File: src/rtl/seq_div.sv
// Sequential restoring divider: one quotient bit per clock, MSB first.
// Divide-by-zero short-circuits straight to DONE with all-ones quotient.
module seq_div #(
   parameter int WIDTH = 16
) (
   input  logic             CLK,
   input  logic             RST,
   input  logic             start,
   input  logic [WIDTH-1:0] dividend,
   input  logic [WIDTH-1:0] divisor,
   output logic             busy,
   output logic             done,
   output logic             div_by_zero,
   output logic [WIDTH-1:0] quotient,
   output logic [WIDTH-1:0] remainder
);

   localparam int CW = (WIDTH > 1) ? $clog2(WIDTH) : 1;
   localparam logic [CW-1:0] LAST = CW'(WIDTH - 1);

   localparam logic [1:0] S_IDLE = 2'd0;
   localparam logic [1:0] S_CALC = 2'd1;
   localparam logic [1:0] S_DONE = 2'd2;

   logic [1:0]       state_q, state_d;
   logic [CW-1:0]    cnt_q, cnt_d;
   logic [WIDTH-1:0] dvd_q, dvd_d;
   logic [WIDTH-1:0] dvs_q, dvs_d;
   logic [WIDTH-1:0] rem_q, rem_d;
   logic [WIDTH-1:0] quo_q, quo_d;
   logic             dbz_q, dbz_d;

   logic [WIDTH:0]   partial;
   logic [WIDTH-1:0] diff;
   logic             ge;

   always_comb begin
      partial = {rem_q, dvd_q[WIDTH-1]};
      // Remainder stays below the divisor, so the low WIDTH bits of the difference suffice.
      diff    = partial[WIDTH-1:0] - dvs_q;
      ge      = (partial >= {1'b0, dvs_q});

      state_d = state_q;
      cnt_d   = cnt_q;
      dvd_d   = dvd_q;
      dvs_d   = dvs_q;
      rem_d   = rem_q;
      quo_d   = quo_q;
      dbz_d   = dbz_q;

      case (state_q)
         S_IDLE: begin
            if (start) begin
               dvd_d = dividend;
               dvs_d = divisor;
               cnt_d = '0;
               dbz_d = 1'b0;
               if (divisor == '0) begin
                  quo_d   = '1;
                  rem_d   = dividend;
                  dbz_d   = 1'b1;
                  state_d = S_DONE;
               end else begin
                  quo_d   = '0;
                  rem_d   = '0;
                  state_d = S_CALC;
               end
            end
         end
         S_CALC: begin
            dvd_d = {dvd_q[WIDTH-2:0], 1'b0};
            if (ge) begin
               rem_d = diff;
               quo_d = {quo_q[WIDTH-2:0], 1'b1};
            end else begin
               rem_d = partial[WIDTH-1:0];
               quo_d = {quo_q[WIDTH-2:0], 1'b0};
            end
            cnt_d = cnt_q + CW'(1);
            if (cnt_q == LAST) state_d = S_DONE;
         end
         S_DONE:  state_d = S_IDLE;
         default: state_d = S_IDLE;
      endcase
   end

   always_ff @(posedge CLK or posedge RST) begin
      if (RST) begin
         state_q <= S_IDLE;
         cnt_q   <= '0;
         dvd_q   <= '0;
         dvs_q   <= '0;
         rem_q   <= '0;
         quo_q   <= '0;
         dbz_q   <= 1'b0;
      end else begin
         state_q <= state_d;
         cnt_q   <= cnt_d;
         dvd_q   <= dvd_d;
         dvs_q   <= dvs_d;
         rem_q   <= rem_d;
         quo_q   <= quo_d;
         dbz_q   <= dbz_d;
      end
   end

   assign busy        = (state_q == S_CALC);
   assign done        = (state_q == S_DONE);
   assign div_by_zero = dbz_q;
   assign quotient    = quo_q;
   assign remainder   = rem_q;

endmodule

File: config.mk
export PLATFORM = sky130hd
export DESIGN_NAME = seq_div
export DESIGN_NICKNAME = d
export VERILOG_FILES = /design/src/rtl/seq_div.sv
export SDC_FILE = /design/constraint.sdc
export NUM_CORES = 1
export LEC_CHECK = 0
export CAP_MARGIN = 20
export CORE_MARGIN = 2
export CORE_UTILIZATION = 40
export CTS_CLUSTER_DIAMETER = 40
export CTS_CLUSTER_SIZE = 8
export DETAILED_ROUTE_END_ITERATION = 8
export PLACE_DENSITY = 0.75
export SLEW_MARGIN = 15
export SYNTH_ARGS = -nofsm -noshare
export SYNTH_HDL_FRONTEND = slang
export SYNTH_SLANG_ARGS = --single-unit
export TNS_END_PERCENT = 30
File: constraint.sdc
create_clock -name CLK -period 3.4 [get_ports CLK]
set_input_delay 0.68 -clock CLK [delete_from_list [all_inputs] [get_ports CLK]]
set_output_delay 0.68 -clock CLK [all_outputs]
set_load 0.05 [all_outputs]
==> metrics.yaml <==
worst_setup_path:
  crit_path_max_incr_delay_ps: 390
  cp_slowest_cell: "fa_1"
  crit_chain: "inv_1, ha_1, inv_1, fa_1, a21o_1, a221o_1, a21oi_1, o211ai_1, a21oi_1, xor2_1, o21ai_0"
  endpoint_kind: "flop"
  worstPathRequired_ps: 3640
  crit_start: "dvd_q[15]"
  worstSetupStartpointType: "flop"
  crit_type: "flop to flop"
  cp_data_arrival_time_ps: 2950
  cp_max_fo: 3
  r2r-start: "dvd_q[15]"
floorplan:
  die_w_um: 102.9
  dieArea_um2: 10590
  io_pins: 70
  initial_core_util: 0.4059
  coreArea_um2: 9639
  die_y_um: 102.9
  fp-row-count: 36
timing:
  tightest_slew_ps: 824.8
  setup_viol: 0
  finalWorstSetupSlack_ps: 686.9
  setup_tns_ps: 0
  slew-limit-headroom: 0.4493
  max_freq_mhz: 368.6
  min_period_over_period: 0.7980
  min_period_ps: 2713
  finalHoldViolations: 0
  rsz0062_at_grt: "false"
  clock_skew_ps: 12.00
  final-max-slew-violation-count: 0
logic_synthesis:
  yosysTopAreaCellShare: 0.4541
  yosys-top-cells-area: "dfrtp_1, o21ai_0, ha_1, a21oi_1, a221o_1"
  syn_inst: 403
  yosysSeqAreaShare: 0.4541
  synth_flop_cell: "dfrtp_1"
  syn-mean-instance-area_um2: 9.708
  synth_nets: 456
  synth_adder_area_share: 0.05948
  ys_async_sr_fraction: 1.000
  synth_top_family_by_area: "compound AO/OA/AOI/OAI gates"
  syn_area_um2: 3913
  yosysUniqueCellTypes: 49
  ys_warn_count: 0
  synth.area.mux_share: 0.03486
  yosysTopAreaCell: "dfrtp_1"
  synthMostInstantiatedCell: "dfrtp_1"
  synth_compound_area_frac: 0.2453
  netlist_top_cells_count: "dfrtp_1, o21ai_0, nand2_1"
  synth_enable_flop_cells: 0
  synthXorXnorAreaFrac: 0.03134
  synthSimpleGateAreaFrac: 0.1222
  ys_ff_latch: 71
global_route:
  grt_pass1_wl_um: 15590
  grt_max_degree: 46
  grt_antenna_before_repair: 0
  grt_pass1_vias: 3137
  grt_overflow: 0
  grt_use_total: 0.1904
clock_tree:
  post-cts-setup-buffers: 0
  clock-sinks: 71
  clock_latency_ps: 360
  cts_hold_buf: 0
  cts_buffers: 9
  post_cts_resize_count: 0
  clkSlewWorstSetupHoldPaths_ps: 80
  cts_tree: "built"
  htree_levels: 3
  clock_path_buffers: 2
  clockRootBuffer: "clkbuf_8"
route:
  drt_iter0_markers: 187
  drtPass1Iterations: 5
  ant_nets: 0
  drcViolationCount: 0
  routedWlPerCell_um: 16.12
  vias: 3346
  wl_um: 9720
  viasPerCell: 5.549
pwr:
  pwr_density_cell_nw_per_um2: 1213
  irDropWorstVdd_v: 0.0008060
  power.leakage_nw: 2.232
  p_total_mw: 6.046
worst_hold_path:
  hp-class: "flop to flop"
  worstHoldStart: "dvd_q[4]"
finish:
  multi_input_area_um2: 1947
  seqCellArea_um2: 1777
  layout.nets: 518
  final_util: 0.5173
  fillers: 880
  n_antenna_cell: 0
  drive_above_1_share: 0.08085
  syn2layout_area_growth_pct: 27.44
flow_run:
  drv_cap: 0
run_status:
  status: "complete, no violations"
placed_design:
  pre_cts_slack_ps: 516.8
  dp_hpwl_um: 6940
  io_buffers: 69
  place_congestion: 0.8885
==> cells by family (layout without fill, tap and decap cells) <==
kind of cell	after synthesis	count (layout)
XOR/XNOR	14	14
AND/OR/NAND/NOR	91	91
AO/OA/AOI/OAI	147	147
adder cells (fa/ha/maj)	18	18
flip-flops	71	71
multiplexers	13	13
buffers and inverters	49	116
==> power breakdown <==
part	leakage, nW	internal, mW	switching, mW	total (mW)
registers	0.900	1.24	0.302	1.54
clock network	0.112	0.423	0.367	0.790
logic	1.22	1.50	2.21	3.71
total	2.23	3.17	2.88	6.05
==> cells in the final DEF (no fill, tap or decap), types with 3 or more instances in the layout <==
master,n
and3b_1,15
dfrtp_1,71
nand2b_1,5
a21oi_1,35
nand3_1,4
clkdlybuf4s50_1,68
a221o_1,16
nor4_1,4
nand4_1,3
nor2_1,10
nand2_1,41
a22oi_1,11
ha_1,17
o21ai_0,53
o211ai_1,3
a21o_1,5
inv_1,20
a31oi_1,3
clkbuf_8,9
a22o_1,5
buf_4,9
xnor2_1,6
mux2i_1,11
xor2_1,8
==> cell type report <==
| class | instances | share of cell area |
|---|---|---|
| Tap cell | 133 | 0.03338 |
| Sequential cell | 71 | 0.3563 |
| Clock inverter | 7 | 0.02108 |
| Multi-Input combinational cell | 283 | 0.3905 |
| Clock buffer | 9 | 0.02484 |
| Inverter | 21 | 0.01581 |
| Timing Repair Buffer | 79 | 0.1581 |
==> registers in the layout, indices dropped and copies added, names as in the netlist <==
signal / flops
cnt_q: 4
state_q: 2
dvs_q: 16
div_by_zero: 1
remainder: 16
dvd_q: 16
quotient: 16
==> critical path: cells and delay by family, from the launching register on <==
kind / cells / cell delay [ps]
flops: 1 / 380
xor+xnor: 1 / 170
fa+ha+maj: 2 / 550
buf+inv: 2 / 140
compound gates: 6 / 1360
==> path summary, 6_finish.rpt <==
check | cells after the start | slack (ps) | endpoint
worst max-delay path | 11 | 690 | remainder[14]
worst min-delay path | 2 | 490 | dvd_q[4]
worst max register to register | 11 | 690 | remainder[14]
worst min register to register | 2 | 490 | dvd_q[4]
max in group asynchronous | 3 | 1920 | remainder[8]
min in group asynchronous | 2 | 790 | quotient[14]
==> stage by stage <==
stage	hold WS [ps]	instances	cell area (um2)
final	486.2	603	4986
after global routing	519.6	603	4986
after CTS	489.9	603	4986
after detailed placement	470.8	587	4757
after global placement	460.7	587	4757
after floorplan	449.8	403	3913
==> per-layer routing <==
metal,GRT usage,up-vias,part of all wire
met1,0.2561,1636,0.45
met3,0.04542,10,0.058
met4,0.04352,0,0.010
met5,0,-,0
met2,0.3137,108,0.48
li1,-,1592,-
Note: power is estimated with default switching activity, not from simulation.
